===== src/rtl/datamover_pkg.sv =====
// Shared definitions for the MM2S datamover responder: command/status field layout,
// FSM state type and small helpers for status word and final-beat byte enables.
package datamover_pkg;

    localparam int C_S_AXIS_CMD_DATA_WIDTH = 73;
    localparam int C_M_AXIS_STS_DATA_WIDTH = 8;
    localparam int C_M_AXIS_DATA_WIDTH     = 32;
    localparam int C_ADDR_WIDTH            = 32;
    localparam int BTT_WIDTH               = 23;

    localparam int BEAT_BYTES     = C_M_AXIS_DATA_WIDTH / 8;
    localparam int KEEP_WIDTH     = BEAT_BYTES;
    localparam int BEAT_CNT_WIDTH = BTT_WIDTH - 2;

    localparam int CMD_BTT_LSB    = 0;
    localparam int CMD_TYPE_BIT   = 23;
    localparam int CMD_DSA_LSB    = 24;
    localparam int CMD_DSA_WIDTH  = 6;
    localparam int CMD_EOF_BIT    = 30;
    localparam int CMD_DRR_BIT    = 31;
    localparam int CMD_SADDR_LSB  = 32;
    localparam int CMD_TAG_LSB    = 64;
    localparam int TAG_WIDTH      = 4;
    localparam int CMD_RSVD_LSB   = 68;
    localparam int CMD_RSVD_WIDTH = 5;

    localparam int STS_OKAY_BIT   = 7;
    localparam int STS_SLVERR_BIT = 6;
    localparam int STS_DECERR_BIT = 5;
    localparam int STS_INTERR_BIT = 4;
    localparam int STS_TAG_LSB    = 0;

    typedef enum logic [1:0] {
        ST_IDLE,
        ST_READ,
        ST_DATA,
        ST_STATUS
    } state_t;

    // Byte enables for the last beat: rem==0 means the beat is full.
    function automatic logic [KEEP_WIDTH-1:0] final_keep(input logic [1:0] rem);
        logic [KEEP_WIDTH:0] one_hot;
        one_hot = (KEEP_WIDTH+1)'(1) << rem;
        if (rem == 2'd0) begin
            return '1;
        end
        return KEEP_WIDTH'(one_hot - (KEEP_WIDTH+1)'(1));
    endfunction

    function automatic logic [C_M_AXIS_STS_DATA_WIDTH-1:0] sts_word(
        input logic                 okay,
        input logic                 interr,
        input logic [TAG_WIDTH-1:0] tag
    );
        logic [C_M_AXIS_STS_DATA_WIDTH-1:0] w;
        w = '0;
        w[STS_OKAY_BIT]   = okay;
        w[STS_SLVERR_BIT] = 1'b0;
        w[STS_DECERR_BIT] = 1'b0;
        w[STS_INTERR_BIT] = interr;
        w[STS_TAG_LSB +: TAG_WIDTH] = tag;
        return w;
    endfunction

endpackage


===== src/rtl/datamover_mm2s_responder_if.sv =====
// Bundle of the command, status, data and memory-read buses of the MM2S responder.
// slave = responder side, master = command issuer / memory / stream sink side.
interface datamover_mm2s_responder_if;
    import datamover_pkg::*;

    logic                               S_AXIS_CMD_TVALID;
    logic                               S_AXIS_CMD_TREADY;
    logic [C_S_AXIS_CMD_DATA_WIDTH-1:0] S_AXIS_CMD_TDATA;

    logic                               M_AXIS_STS_TVALID;
    logic                               M_AXIS_STS_TREADY;
    logic [C_M_AXIS_STS_DATA_WIDTH-1:0] M_AXIS_STS_TDATA;

    logic                               M_AXIS_DATA_TVALID;
    logic                               M_AXIS_DATA_TREADY;
    logic [C_M_AXIS_DATA_WIDTH-1:0]     M_AXIS_DATA_TDATA;
    logic [KEEP_WIDTH-1:0]              M_AXIS_DATA_TKEEP;
    logic                               M_AXIS_DATA_TLAST;

    logic                               mem_rd_en;
    logic [C_ADDR_WIDTH-1:0]            mem_rd_addr;
    logic [C_M_AXIS_DATA_WIDTH-1:0]     mem_rd_data;

    modport slave (
        input  S_AXIS_CMD_TVALID, S_AXIS_CMD_TDATA,
        output S_AXIS_CMD_TREADY,
        output M_AXIS_STS_TVALID, M_AXIS_STS_TDATA,
        input  M_AXIS_STS_TREADY,
        output M_AXIS_DATA_TVALID, M_AXIS_DATA_TDATA, M_AXIS_DATA_TKEEP, M_AXIS_DATA_TLAST,
        input  M_AXIS_DATA_TREADY,
        output mem_rd_en, mem_rd_addr,
        input  mem_rd_data
    );

    modport master (
        output S_AXIS_CMD_TVALID, S_AXIS_CMD_TDATA,
        input  S_AXIS_CMD_TREADY,
        input  M_AXIS_STS_TVALID, M_AXIS_STS_TDATA,
        output M_AXIS_STS_TREADY,
        input  M_AXIS_DATA_TVALID, M_AXIS_DATA_TDATA, M_AXIS_DATA_TKEEP, M_AXIS_DATA_TLAST,
        output M_AXIS_DATA_TREADY,
        input  mem_rd_en, mem_rd_addr,
        output mem_rd_data
    );

endinterface


===== src/rtl/datamover_mm2s_responder.sv =====
// MM2S datamover responder: one command at a time, read word -> emit beat, then one status.
// Optional DATAMOVER_RESP_ERR_CHECK_EN rejects zero-length or misaligned commands with INTERR.
module datamover_mm2s_responder
    import datamover_pkg::*;
(
    input  logic                       clk,
    input  logic                       rst,
    datamover_mm2s_responder_if.slave  bus
);

    state_t                    state_q, state_d;
    logic [C_ADDR_WIDTH-1:0]   addr_q, addr_d;
    logic [BEAT_CNT_WIDTH-1:0] beats_q, beats_d;
    logic [1:0]                rem_q, rem_d;
    logic [TAG_WIDTH-1:0]      tag_q, tag_d;
    logic                      eof_q, eof_d;

    logic [BTT_WIDTH-1:0]      cmd_btt;
    logic [C_ADDR_WIDTH-1:0]   cmd_saddr;
    logic [TAG_WIDTH-1:0]      cmd_tag;
    logic                      cmd_eof;
    logic [BTT_WIDTH:0]        btt_round;
    logic                      cmd_err;
    logic                      cmd_fire;
    logic                      data_fire;
    logic                      sts_fire;
    logic                      final_beat;
    logic                      sts_interr;
    logic                      unused_cmd_bits;

    assign cmd_btt   = bus.S_AXIS_CMD_TDATA[CMD_BTT_LSB +: BTT_WIDTH];
    assign cmd_saddr = bus.S_AXIS_CMD_TDATA[CMD_SADDR_LSB +: C_ADDR_WIDTH];
    assign cmd_tag   = bus.S_AXIS_CMD_TDATA[CMD_TAG_LSB +: TAG_WIDTH];
    assign cmd_eof   = bus.S_AXIS_CMD_TDATA[CMD_EOF_BIT];

    // TYPE/DSA/DRR are don't-care: every transfer is INCR.
    assign unused_cmd_bits = ^{bus.S_AXIS_CMD_TDATA[CMD_TYPE_BIT],
                               bus.S_AXIS_CMD_TDATA[CMD_DSA_LSB +: CMD_DSA_WIDTH],
                               bus.S_AXIS_CMD_TDATA[CMD_DRR_BIT],
                               bus.S_AXIS_CMD_TDATA[CMD_RSVD_LSB +: CMD_RSVD_WIDTH],
                               cmd_saddr[1:0], btt_round[BTT_WIDTH]};

    // A count of 2^21 wraps to 0; the down-counter still runs exactly 2^21 beats.
    assign btt_round  = {1'b0, cmd_btt} + (BTT_WIDTH+1)'(BEAT_BYTES - 1);
    assign final_beat = (beats_q == BEAT_CNT_WIDTH'(1));
    assign cmd_fire   = (state_q == ST_IDLE) && !rst && bus.S_AXIS_CMD_TVALID;
    assign data_fire  = (state_q == ST_DATA) && bus.M_AXIS_DATA_TREADY;
    assign sts_fire   = (state_q == ST_STATUS) && bus.M_AXIS_STS_TREADY;

`ifdef DATAMOVER_RESP_ERR_CHECK_EN
    logic interr_q, interr_d;

    assign cmd_err    = (cmd_btt == '0) || (cmd_saddr[1:0] != 2'b00);
    assign interr_d   = cmd_fire ? cmd_err : interr_q;
    assign sts_interr = interr_q;

    always_ff @(posedge clk) begin
        if (rst) begin
            interr_q <= 1'b0;
        end else begin
            interr_q <= interr_d;
        end
    end
`else
    assign cmd_err    = 1'b0;
    assign sts_interr = 1'b0;
`endif

    always_ff @(posedge clk) begin
        if (rst) begin
            state_q <= ST_IDLE;
            addr_q  <= '0;
            beats_q <= '0;
            rem_q   <= '0;
            tag_q   <= '0;
            eof_q   <= 1'b0;
        end else begin
            state_q <= state_d;
            addr_q  <= addr_d;
            beats_q <= beats_d;
            rem_q   <= rem_d;
            tag_q   <= tag_d;
            eof_q   <= eof_d;
        end
    end

    always_comb begin
        state_d = state_q;
        addr_d  = addr_q;
        beats_d = beats_q;
        rem_d   = rem_q;
        tag_d   = tag_q;
        eof_d   = eof_q;
        unique case (state_q)
            ST_IDLE: begin
                if (cmd_fire) begin
                    addr_d  = {cmd_saddr[C_ADDR_WIDTH-1:2], 2'b00};
                    beats_d = btt_round[BTT_WIDTH-1:2];
                    rem_d   = cmd_btt[1:0];
                    tag_d   = cmd_tag;
                    eof_d   = cmd_eof;
                    state_d = (cmd_err || cmd_btt == '0) ? ST_STATUS : ST_READ;
                end
            end
            ST_READ: begin
                state_d = ST_DATA;
            end
            ST_DATA: begin
                if (data_fire) begin
                    addr_d  = addr_q + C_ADDR_WIDTH'(BEAT_BYTES);
                    beats_d = beats_q - BEAT_CNT_WIDTH'(1);
                    state_d = final_beat ? ST_STATUS : ST_READ;
                end
            end
            ST_STATUS: begin
                if (sts_fire) begin
                    state_d = ST_IDLE;
                end
            end
            default: state_d = ST_IDLE;
        endcase
    end

    always_comb begin
        bus.S_AXIS_CMD_TREADY  = 1'b0;
        bus.mem_rd_en          = 1'b0;
        bus.mem_rd_addr        = '0;
        bus.M_AXIS_DATA_TVALID = 1'b0;
        bus.M_AXIS_DATA_TDATA  = '0;
        bus.M_AXIS_DATA_TKEEP  = '0;
        bus.M_AXIS_DATA_TLAST  = 1'b0;
        bus.M_AXIS_STS_TVALID  = 1'b0;
        bus.M_AXIS_STS_TDATA   = '0;
        unique case (state_q)
            ST_IDLE: begin
                bus.S_AXIS_CMD_TREADY = !rst;
            end
            ST_READ: begin
                bus.mem_rd_en   = 1'b1;
                bus.mem_rd_addr = addr_q;
            end
            ST_DATA: begin
                // Read data is held by the memory until the next strobe, so the beat stays stable.
                bus.M_AXIS_DATA_TVALID = 1'b1;
                bus.M_AXIS_DATA_TDATA  = bus.mem_rd_data;
                bus.M_AXIS_DATA_TKEEP  = final_beat ? final_keep(rem_q) : '1;
                bus.M_AXIS_DATA_TLAST  = final_beat && eof_q;
            end
            ST_STATUS: begin
                bus.M_AXIS_STS_TVALID = 1'b1;
                bus.M_AXIS_STS_TDATA  = sts_word(!sts_interr, sts_interr, tag_q);
            end
            default: begin
                bus.S_AXIS_CMD_TREADY = 1'b0;
            end
        endcase
    end

endmodule

===== src/flat_wrapper.sv =====
// flat-port wrapper written by rule: the top's interface ports become plain ports
module datamover_mm2s_responder_flat import datamover_pkg::*;
  (clk, rst, bus_S_AXIS_CMD_TVALID, bus_S_AXIS_CMD_TDATA, bus_S_AXIS_CMD_TREADY, bus_M_AXIS_STS_TVALID, bus_M_AXIS_STS_TDATA, bus_M_AXIS_STS_TREADY, bus_M_AXIS_DATA_TVALID, bus_M_AXIS_DATA_TDATA, bus_M_AXIS_DATA_TKEEP, bus_M_AXIS_DATA_TLAST, bus_M_AXIS_DATA_TREADY, bus_mem_rd_en, bus_mem_rd_addr, bus_mem_rd_data);
  datamover_mm2s_responder_if bus_i ();
  input  logic clk;
  input  logic rst;
  input wire logic [$bits(bus_i.S_AXIS_CMD_TVALID)-1:0] bus_S_AXIS_CMD_TVALID;
  input wire logic [$bits(bus_i.S_AXIS_CMD_TDATA)-1:0] bus_S_AXIS_CMD_TDATA;
  output wire logic [$bits(bus_i.S_AXIS_CMD_TREADY)-1:0] bus_S_AXIS_CMD_TREADY;
  output wire logic [$bits(bus_i.M_AXIS_STS_TVALID)-1:0] bus_M_AXIS_STS_TVALID;
  output wire logic [$bits(bus_i.M_AXIS_STS_TDATA)-1:0] bus_M_AXIS_STS_TDATA;
  input wire logic [$bits(bus_i.M_AXIS_STS_TREADY)-1:0] bus_M_AXIS_STS_TREADY;
  output wire logic [$bits(bus_i.M_AXIS_DATA_TVALID)-1:0] bus_M_AXIS_DATA_TVALID;
  output wire logic [$bits(bus_i.M_AXIS_DATA_TDATA)-1:0] bus_M_AXIS_DATA_TDATA;
  output wire logic [$bits(bus_i.M_AXIS_DATA_TKEEP)-1:0] bus_M_AXIS_DATA_TKEEP;
  output wire logic [$bits(bus_i.M_AXIS_DATA_TLAST)-1:0] bus_M_AXIS_DATA_TLAST;
  input wire logic [$bits(bus_i.M_AXIS_DATA_TREADY)-1:0] bus_M_AXIS_DATA_TREADY;
  output wire logic [$bits(bus_i.mem_rd_en)-1:0] bus_mem_rd_en;
  output wire logic [$bits(bus_i.mem_rd_addr)-1:0] bus_mem_rd_addr;
  input wire logic [$bits(bus_i.mem_rd_data)-1:0] bus_mem_rd_data;
  assign bus_i.S_AXIS_CMD_TVALID = bus_S_AXIS_CMD_TVALID;
  assign bus_i.S_AXIS_CMD_TDATA = bus_S_AXIS_CMD_TDATA;
  assign bus_S_AXIS_CMD_TREADY = bus_i.S_AXIS_CMD_TREADY;
  assign bus_M_AXIS_STS_TVALID = bus_i.M_AXIS_STS_TVALID;
  assign bus_M_AXIS_STS_TDATA = bus_i.M_AXIS_STS_TDATA;
  assign bus_i.M_AXIS_STS_TREADY = bus_M_AXIS_STS_TREADY;
  assign bus_M_AXIS_DATA_TVALID = bus_i.M_AXIS_DATA_TVALID;
  assign bus_M_AXIS_DATA_TDATA = bus_i.M_AXIS_DATA_TDATA;
  assign bus_M_AXIS_DATA_TKEEP = bus_i.M_AXIS_DATA_TKEEP;
  assign bus_M_AXIS_DATA_TLAST = bus_i.M_AXIS_DATA_TLAST;
  assign bus_i.M_AXIS_DATA_TREADY = bus_M_AXIS_DATA_TREADY;
  assign bus_mem_rd_en = bus_i.mem_rd_en;
  assign bus_mem_rd_addr = bus_i.mem_rd_addr;
  assign bus_i.mem_rd_data = bus_mem_rd_data;
  datamover_mm2s_responder u_core (.clk(clk), .rst(rst), .bus(bus_i));
endmodule

===== config.mk =====
export PLATFORM = sky130hd
export DESIGN_NAME = datamover_mm2s_responder_flat
export DESIGN_NICKNAME = d
export VERILOG_FILES = /design/src/rtl/datamover_pkg.sv /design/src/rtl/datamover_mm2s_responder_if.sv /design/src/rtl/datamover_mm2s_responder.sv /design/src/flat_wrapper.sv
export SDC_FILE = /design/constraint.sdc
export NUM_CORES = 1
export LEC_CHECK = 0
export BUFFER_PORTS_ARGS = -buffer_cell sky130_fd_sc_hd__buf_4
export CAP_MARGIN = 5
export CORE_ASPECT_RATIO = 0.8
export CORE_UTILIZATION = 35
export CTS_BUF_LIST = sky130_fd_sc_hd__clkbuf_8 sky130_fd_sc_hd__clkbuf_16
export DETAILED_ROUTE_END_ITERATION = 7
export GPL_TIMING_DRIVEN = 0
export PLACE_DENSITY = 0.73
export SYNTH_ARGS = -nofsm -noshare
export SYNTH_HDL_FRONTEND = slang
export SYNTH_SLANG_ARGS = --single-unit

===== constraint.sdc =====
create_clock -name clk -period 1.95 [get_ports clk]
set_input_delay 0.2925 -clock clk [delete_from_list [all_inputs] [get_ports clk]]
set_output_delay 0.2925 -clock clk [all_outputs]
set_load 0.01 [all_outputs]

# Word level (Yosys, flattened, before mapping)
# Index checks and enable logic that the tools add are counted.
[word_totals]
register_bits = 62
inputBits = 110
output_inout_bits = 81
elab_cells = 57
[op_classes]
add_sub_neg = 4
n_eq_ne = 7
shifts = 1
n_mux = 26
n_reduce_logical = 13
[ops]
columns = ["op", "n"]
rows = [
  ["$mux 32", 4],
  ["$pmux 32 s2", 1],
  ["$mux 21", 2],
  ["$pmux 21 s2", 1],
  ["$add 32x3->32 const B", 1],
  ["$add 23x2->23 const B", 1],
  ["$logic_not 23->1", 1],
  ["$eq 21x1->1 const B", 1],
  ["$sub 21x1->21 const B", 1],
  ["$mux 4", 4],
  ["$mux 2", 5],
  ["$mux 8", 1],
  ["$pmux 2 s4", 1],
  ["$mux 1", 7],
  ["$ne 2x1->1 const B", 3],
  ["$reduce_and 3->1", 2],
  ["$logic_and 1x1->1", 5],
  ["$eq 2x2->1 const B", 2],
  ["$logic_not 2->1", 2],
  ["$shl 1x2->4 const A", 1],
  ["$sub 4x1->4 const B", 1],
  ["$eq 2x1->1 const B", 1],
  ["$reduce_and 2->1", 1],
  ["$reduce_bool 2->1", 1],
  ["$logic_not 1->1", 1],
]

# Depth between registers and ports, before layout
# Gate-level depths: netlist of run 1.
[depth]
depth_word = 6
depth_mapped = 9
depth_no_buf = 7

# Least setup slack after synthesis of run 1
# No wires, ideal clock.
[synth_path]
path_type = "flip-flop to flip-flop"
start = "reg u_core.beats_q[0]"
end = "reg u_core.beats_q[20]"
setup_ns = 0.132
arrival_ns = 2.024
required_ns = 1.818
slack_ns = -0.206
path_stages_with_launch = 9
n_path_buf = 1
period_less_slack_ns = 2.156
cell_sequence = "dfxtp_1 inv_1 ha_1 or3b_2 clkbuf_1 or4_4 o31a_1 o21ai_1 a21oi_1"
[synth_via]
elab_chain_cells = 3
[synth_lines]
columns = ["element", "line", "rtl"]
rows = [
  ["start, declared", "datamover_mm2s_responder.sv:13", "logic [BEAT_CNT_WIDTH-1:0] beats_q, beats_d;"],
  ["start signal, assigned", "datamover_mm2s_responder.sv:80", "beats_q <= beats_d;"],
  ["$sub 21x1->21", "datamover_mm2s_responder.sv:111", "beats_d = beats_q - BEAT_CNT_WIDTH'(1);"],
  ["$mux 21", "datamover_mm2s_responder.sv:109", "if (data_fire) begin"],
  ["$pmux 21 s2", "datamover_mm2s_responder.sv:94", "unique case (state_q)"],
]
# No other way between the ends. The select of a mux whose other input is x is not followed.
# A chain may end at the register's enable or synchronous reset.

# Worst setup path after layout of run 1
[layout_path]
start = "reg u_core.beats_q[15]"
end = "out bus_M_AXIS_DATA_TLAST"
[layout_via]
elab_chain_cells = 3
[layout_lines]
columns = ["element", "line", "rtl"]
rows = [
  ["$eq 21x1->1", "datamover_mm2s_responder.sv:45", "assign final_beat = (beats_q == BEAT_CNT_WIDTH'(1));"],
  ["$logic_and 1x1->1", "datamover_mm2s_responder.sv:147", "bus.M_AXIS_DATA_TLAST = final_beat && eof_q;"],
  ["$mux 1", "datamover_mm2s_responder.sv:134", "unique case (state_q)"],
  ["end, declared", "flat_wrapper.sv:16", "output wire logic [$bits(bus_i.M_AXIS_DATA_TLAST)-1:0] bus_M_AXIS_DATA_TLAST;"],
]
# No other way between the ends.

==> impl_metrics.toml, run 1 <==
[placed_design]
place.gp.congestion = 0.9228
place_hpwl_microns = 12600
port_buffers = 170
placed_area_sq_um = 6022

[clocking]
clk_latency_ns = 0.34
cts.htree.levels = 3
hold_buffers = 0
clkSlewWorstSetupHoldPaths_ns = 0.06
cts_tree = "yes"
cts_inserted_buffers = 9
clock-sinks = 60
cts_root_buffer = "clkbuf_16"
clock_path_buffers = 2

[grt]
grt_max_degree = 12
grt_pass1_wl_microns = 26740
grt_use_total = 0.2634
grt_remaining_overflow = 0
antenna_found_initial = 0
grt_pass1_vias = 5080

[synth]
ys.flop_type = "dfxtp_1"
synth_area_sq_um = 4481
netlist_instances = 620
synth_top_family_by_area = "simple AND/OR/NAND/NOR gates"
syn-mean-instance-area_sq_um = 7.227
synth-seq-cells = 60
muxShareOfSynthArea = 0.02122
synthSimpleGateAreaFrac = 0.3734
synth-seq-area-share = 0.2681
async_flop_share = 0
ys_warn_count = 0
synth-edff-count = 0
synth_fa_ha_area_frac = 0.01396
synth_cell_types = 63
synth_compound_area_frac = 0.2329
synth_xor_area_frac = 0.02541

[drt]
ant_nets = 0
drtIter0Drc = 907
vias_per_cell = 5.986
wl_per_cell_microns = 19.18
drtPass1Iterations = 8
drt_wl_total_microns = 19570
drc = 0
vias = 6106

[sta]
skew_ns = 0.006800
tightest_slew_ns = 0.7028
setup_viol = 38
max_slew_margin = 0.5314
fin_crit_sh = 1.227
finalSetupTns_ns = -4.154
fin_ws_ns = -0.4417
fmax_mhz = 418.1
maxSlewViolCount = 0
hold_viol = 0
min_period_ns = 2.392
rsz0062_at_grt = "yes"

[die]
fp.dieH_microns = 103.2
start_util = 0.3630
io_pins = 191
core_area_sq_um = 12340
dieWidth_microns = 128.5
rows = 36
die_area_sq_um = 13260

[hold_path]
hold_path_depth = 3
min_path_type = "in2reg"

[cells_and_area]
diodes = 0
layout_commonest_cell = "buf_4"
finalCoreUtilization = 0.5958
stdcell_area_sq_um = 7353
nFillCells = 1087
layout_common_cells = "buf_4 (182), nand2_1 (58), dfxtp_1 (53)"
finalNetCount = 959
syn_to_final_growth_pct = 64.12
drive_gt1_frac = 0.4276

[outcome]
outcome = "finished with violations"
violations = "negative setup slack"

[critical_path]
worst_path_largest_cell_delay_ns = 0.39
required_ns = 1.66
crit_type = "reg2out"
cp.arrival_ns = 2.10
end_kind = "output pin"
crit_slowest_cell = "dfxtp_1"
cp_num_buf_inv = 1
crit_cells = 5
rr_worst_depth = 6
start_kind = "register"
cp_cell_sequence = "nor4_2 > nand3_1 > nor3_4 > and3_4 > buf_6"
crit_family = "simple AND/OR/NAND/NOR gates"
cp_max_fo = 7

[pwr]
p_per_area_nw_per_um2 = 773.1
vdd_ir_drop_max_mv = 0.5226
p_leak_nw = 3.068
power_w = 0.005685

[job]
drv_cap = 0
-- tightest hold or removal path: cells and delay by family --
kind,cells,cell delay (ns)
buffers and inverters,1,0.11
AND/OR/NAND/NOR,1,0.05
AO/OA/AOI/OAI,1,0.05
-- metal layers --
layer	track usage	wire [microns]
met1	0.3552	7703
met2	0.4062	8649
met3	0.07047	2421
met4	0.09321	792
met5	0	0
-- state kept, by name (all words and copies together), names as in the netlist --
| signal | count |
|---|---|
| u_core.addr_q | 30 |
| u_core.tag_q | 4 |
| u_core.state_q | 2 |
| u_core.beats_q | 21 |
| u_core.eof_q | 1 |
| u_core.rem_q | 2 |
-- path summary, 6_finish.rpt --
path	slack (ns)	from	end
setup / recovery	-0.44	u_core.beats_q[15]$_SDFFE_PP0P_	bus_M_AXIS_DATA_TLAST
hold / removal	0.21	bus_S_AXIS_CMD_TDATA[65]	u_core.tag_q[1]$_SDFFE_PP0P_
setup reg to reg	-0.23	u_core.beats_q[8]$_SDFFE_PP0P_	u_core.beats_q[20]$_SDFFE_PP0P_
hold reg to reg	0.46	u_core.tag_q[2]$_SDFFE_PP0P_	u_core.tag_q[2]$_SDFFE_PP0P_
-- synthesized netlist by cell type, drive strengths merged, types with 6 or more instances --
cell | n | area (sq um)
inv | 16 | 60.06
xnor2 | 10 | 87.58
o21ai | 31 | 155.1
nand3 | 20 | 100.1
dfxtp | 60 | 1201
nor3 | 37 | 207.7
nor4 | 24 | 171.4
o22ai | 9 | 56.30
a211oi | 15 | 112.6
nand4 | 14 | 87.58
o211ai | 6 | 45.04
a31oi | 7 | 43.79
nor2 | 47 | 176.4
buf | 14 | 92.58
and4 | 8 | 70.07
and2 | 63 | 394.1
clkbuf | 36 | 135.1
a21oi | 47 | 239.0
or4 | 6 | 56.30
nand2 | 61 | 229.0
and3 | 10 | 62.56
-- through the flow --
step	hold slack [ns]	instances	setup slack, ns
after floorplan	0.4285	624	-0.05894
after global placement	0.4397	965	-0.6705
after detailed placement	0.4463	965	-0.6579
after CTS	0.2017	993	-0.3359
after global routing	0.2153	1020	-0.5194
final	0.2070	1020	-0.4417
-- logic make-up (layout without fill, tap and decap cells) --
family | Yosys count | in the layout
other | 1 | 5
multiplexers | 9 | 9
XOR/XNOR | 13 | 13
adder cells (fa/ha/maj) | 5 | 5
AO/OA/AOI/OAI | 159 | 160
buffers and inverters | 66 | 290
AND/OR/NAND/NOR | 307 | 307
flip-flops | 60 | 60
-- power breakdown --
part / switching, W / internal, W
Clock: 0.000617 / 0.00128
Sequential: 0.000194 / 0.00138
Combinational: 0.00117 / 0.00104
Total: 0.00199 / 0.00370
-- final cells by class --
| cell class | instances | area (sq um) | area share |
|---|---|---|---|
| inverter | 16 | 76.32 | 0.01038 |
| clock buffer | 10 | 239.0 | 0.03250 |
| clock inverter | 6 | 111.4 | 0.01514 |
| timing repair buffer | 215 | 1785 | 0.2428 |
| multi-input combinational | 499 | 3368 | 0.4581 |
| buffer | 43 | 344.1 | 0.04679 |
| sequential | 60 | 1215 | 0.1652 |
| tap | 171 | 214.0 | 0.02910 |
-- what timing repair did --
action	in CTS	in global routing
pin swaps	15	30
gates cloned	0	4
setup endpoints to repair	135	105
setup buffers	17	26
gates resized for setup	79	136
Power figures use the tool's default switching activity.
==> inputs of run 2 (changes only) <==
Settings changed: BUFFER_PORTS_ARGS -buffer_cell sky130_fd_sc_hd__buf_4 to not set, DONT_BUFFER_PORTS set to 1, PLACE_DENSITY 0.73 to 0.6.
==> run 2 against run 1 <==
Compared with the run above: the flow still finishes with violations (negative setup slack); sequential power hardly changed; non-clock buffer count shrank 178; sequential cell count did not move; routed wire length down 6.3%; clock skew shrank 0.0019 ns; count of clock-buffer cells in the layout grew 2; critical path depth down 1; design area down 21%; cell count fell by 18%; register-to-register slack worse by 0.06 ns; sequential share of layout area up 4.4 points; utilization decreased by 13 points; critical path type unchanged; largest power group is now clock; highest routed layer unchanged.
==> impl_metrics.toml, run 2 (synthesis results as in run 1) <==
[outcome]
outcome = "finished with violations"
violations = "negative setup slack"

[pwr]
power_w = 0.005220
vdd_ir_drop_max_mv = 0.5635
seqPwrFrac = 0.301
swShare = 0.3531
pwr-share-comb = 0.349
intPower_w = 0.003376
pwr-share-clk = 0.350
power.switching_w = 0.001843
p_leak_nw = 2.096
p_per_area_nw_per_um2 = 900.4

[sta]
fmax_mhz = 436.2
fin_hold_ws_ns = 0.09241
rsz0062_at_grt = "yes"
min_period_ns = 2.293
fin_ws_ns = -0.3426
skew_ns = 0.004883
fin_crit_sh = 1.176
max_slew_margin = 0.4721
finalSetupTns_ns = -2.618
hold_viol = 0
setup_viol = 13
maxSlewViolCount = 0
tightest_slew_ns = 0.7918

[drt]
drt_wl_total_microns = 18330
vias = 5231
drtIter0Drc = 494
drc = 0
wl_per_cell_microns = 21.80
drtPass1Iterations = 5
ant_nets = 0
vias_per_cell = 6.220

[die]
rows = 36
core_area_sq_um = 12340
die_area_sq_um = 13260
start_util = 0.3630
fp.dieH_microns = 103.2
dieWidth_microns = 128.5
io_pins = 191

[grt]
grt_remaining_overflow = 0
antenna_found_initial = 0
grt_use_total = 0.2643
grt_pass1_vias = 4793
grt_pass1_wl_microns = 26510
grt_max_degree = 12

[critical_path]
cp_max_fo = 5
rr_worst_depth = 7
rr_startpoint = "u_core.beats_q[10]$_SDFFE_PP0P_"
required_ns = 1.66
r2r-end = "u_core.beats_q[20]$_SDFFE_PP0P_"
end_kind = "output pin"
start_kind = "register"
ff2ff_setup_slack_ns = -0.29
cp.arrival_ns = 2.00
crit_type = "reg2out"

[hold_path]
hp-start = "bus_S_AXIS_CMD_TDATA[67]"
hold_path_depth = 2
min_path_type = "in2reg"
min_to = "u_core.tag_q[3]$_SDFFE_PP0P_"

[placed_design]
place.gp.congestion = 0.9237
place_hpwl_microns = 12720
port_buffers = 0

[clocking]
cts_root_buffer = "clkbuf_16"
cts_inserted_buffers = 9
clkSlewWorstSetupHoldPaths_ns = 0.06
clk_latency_ns = 0.34
hold_buffers = 0
clock_path_buffers = 2
clock-sinks = 60
cts_tree = "yes"
cts.htree.levels = 3

[cells_and_area]
layout_common_cells = "nand2_1 (59), dfxtp_1 (55), and2_1 (48)"
largest_reg_flops = 30
nFillCells = 1246
syn_to_final_growth_pct = 29.38
multi_input_area_sq_um = 3354
finalCoreUtilization = 0.4697
drive_gt1_frac = 0.2478
diodes = 0
layout_commonest_cell = "nand2_1"
reg_top3 = "u_core.addr_q (30), u_core.beats_q (21), u_core.tag_q (4)"
regMostFlops = "u_core.addr_q"
finalNetCount = 780
seq_area_sq_um = 1212

[job]
drv_cap = 0
run 2: changes by cell type in the layout (fill, tap and decap cells not counted), sizes merged:
cell	change
a21oi	-1
clkinvlp	-1
bufinv	-1
buf	-178
clkbuf	+2
run 2: worst max-delay path by stage:
stage	from	end	slack (ns)	depth (start not counted)
2_1_floorplan	u_core.beats_q[0]$_SDFFE_PP0P_	u_core.beats_q[20]$_SDFFE_PP0P_	-0.06	8
3_3_place_gp	u_core.state_q[0]$_SDFFE_PP0P_	bus_M_AXIS_DATA_TDATA[24]	-0.60	7
3_5_place_dp	u_core.state_q[0]$_SDFFE_PP0P_	bus_M_AXIS_DATA_TDATA[30]	-0.64	7
4_1_cts	u_core.beats_q[10]$_SDFFE_PP0P_	bus_M_AXIS_DATA_TLAST	-0.32	4
5_1_grt	u_core.beats_q[10]$_SDFFE_PP0P_	bus_M_AXIS_DATA_TLAST	-0.37	4
6_report	u_core.beats_q[10]$_SDFFE_PP0P_	bus_M_AXIS_DATA_TLAST	-0.34	4
run 2: timing repair:
item,CTS,global route
setup endpoints to repair,135,86
setup buffers,28,9
pin swaps,23,18
gates cloned,0,0
hold endpoints to repair,0,0
gates resized for setup,90,62
run 2: layer usage:
metal / track usage / up-vias / wire, microns
met5: 0 / - / 0
met2: 0.4008 / 308 / 8309
li1: - / 2365 / -
met4: 0.1014 / 0 / 443
met3: 0.07253 / 46 / 1934
met1: 0.3576 / 2512 / 7644
run 2: area by class of cell:
class / instances / share of cell area
inverter: 16 / 0.01230
buffer: 44 / 0.05310
clock buffer: 12 / 0.04597
sequential: 60 / 0.2092
multi-input combinational: 498 / 0.5787
timing repair buffer: 36 / 0.05180
tap: 171 / 0.03691
clock inverter: 4 / 0.01209
run 2: through the flow:
stage	setup WS, ns	area (sq um)	instances
finish	-0.3426	5797	841
global route	-0.3695	5797	841
CTS	-0.3154	5578	833
detailed placement	-0.6435	4746	795
global placement	-0.5997	4746	795
floorplan	-0.05894	4532	624
run 2: critical path: stages, from the launching register on:
cell	delay, ns
dfxtp_2	0.32
or4_4	0.54
or2_4	0.26
nor3_4	0.29
and3_4	0.25
run 2: power groups by stage:
stage | sequential (W) | combinational (W) | clock (W)
finish | 0.00157 | 0.00182 | 0.00183
floorplan | 0.00151 | 0.000981 | 0
detailed placement | 0.00156 | 0.00130 | 0
global route | 0.00158 | 0.00193 | 0.00187
global placement | 0.00155 | 0.00128 | 0
CTS | 0.00155 | 0.00161 | 0.00183
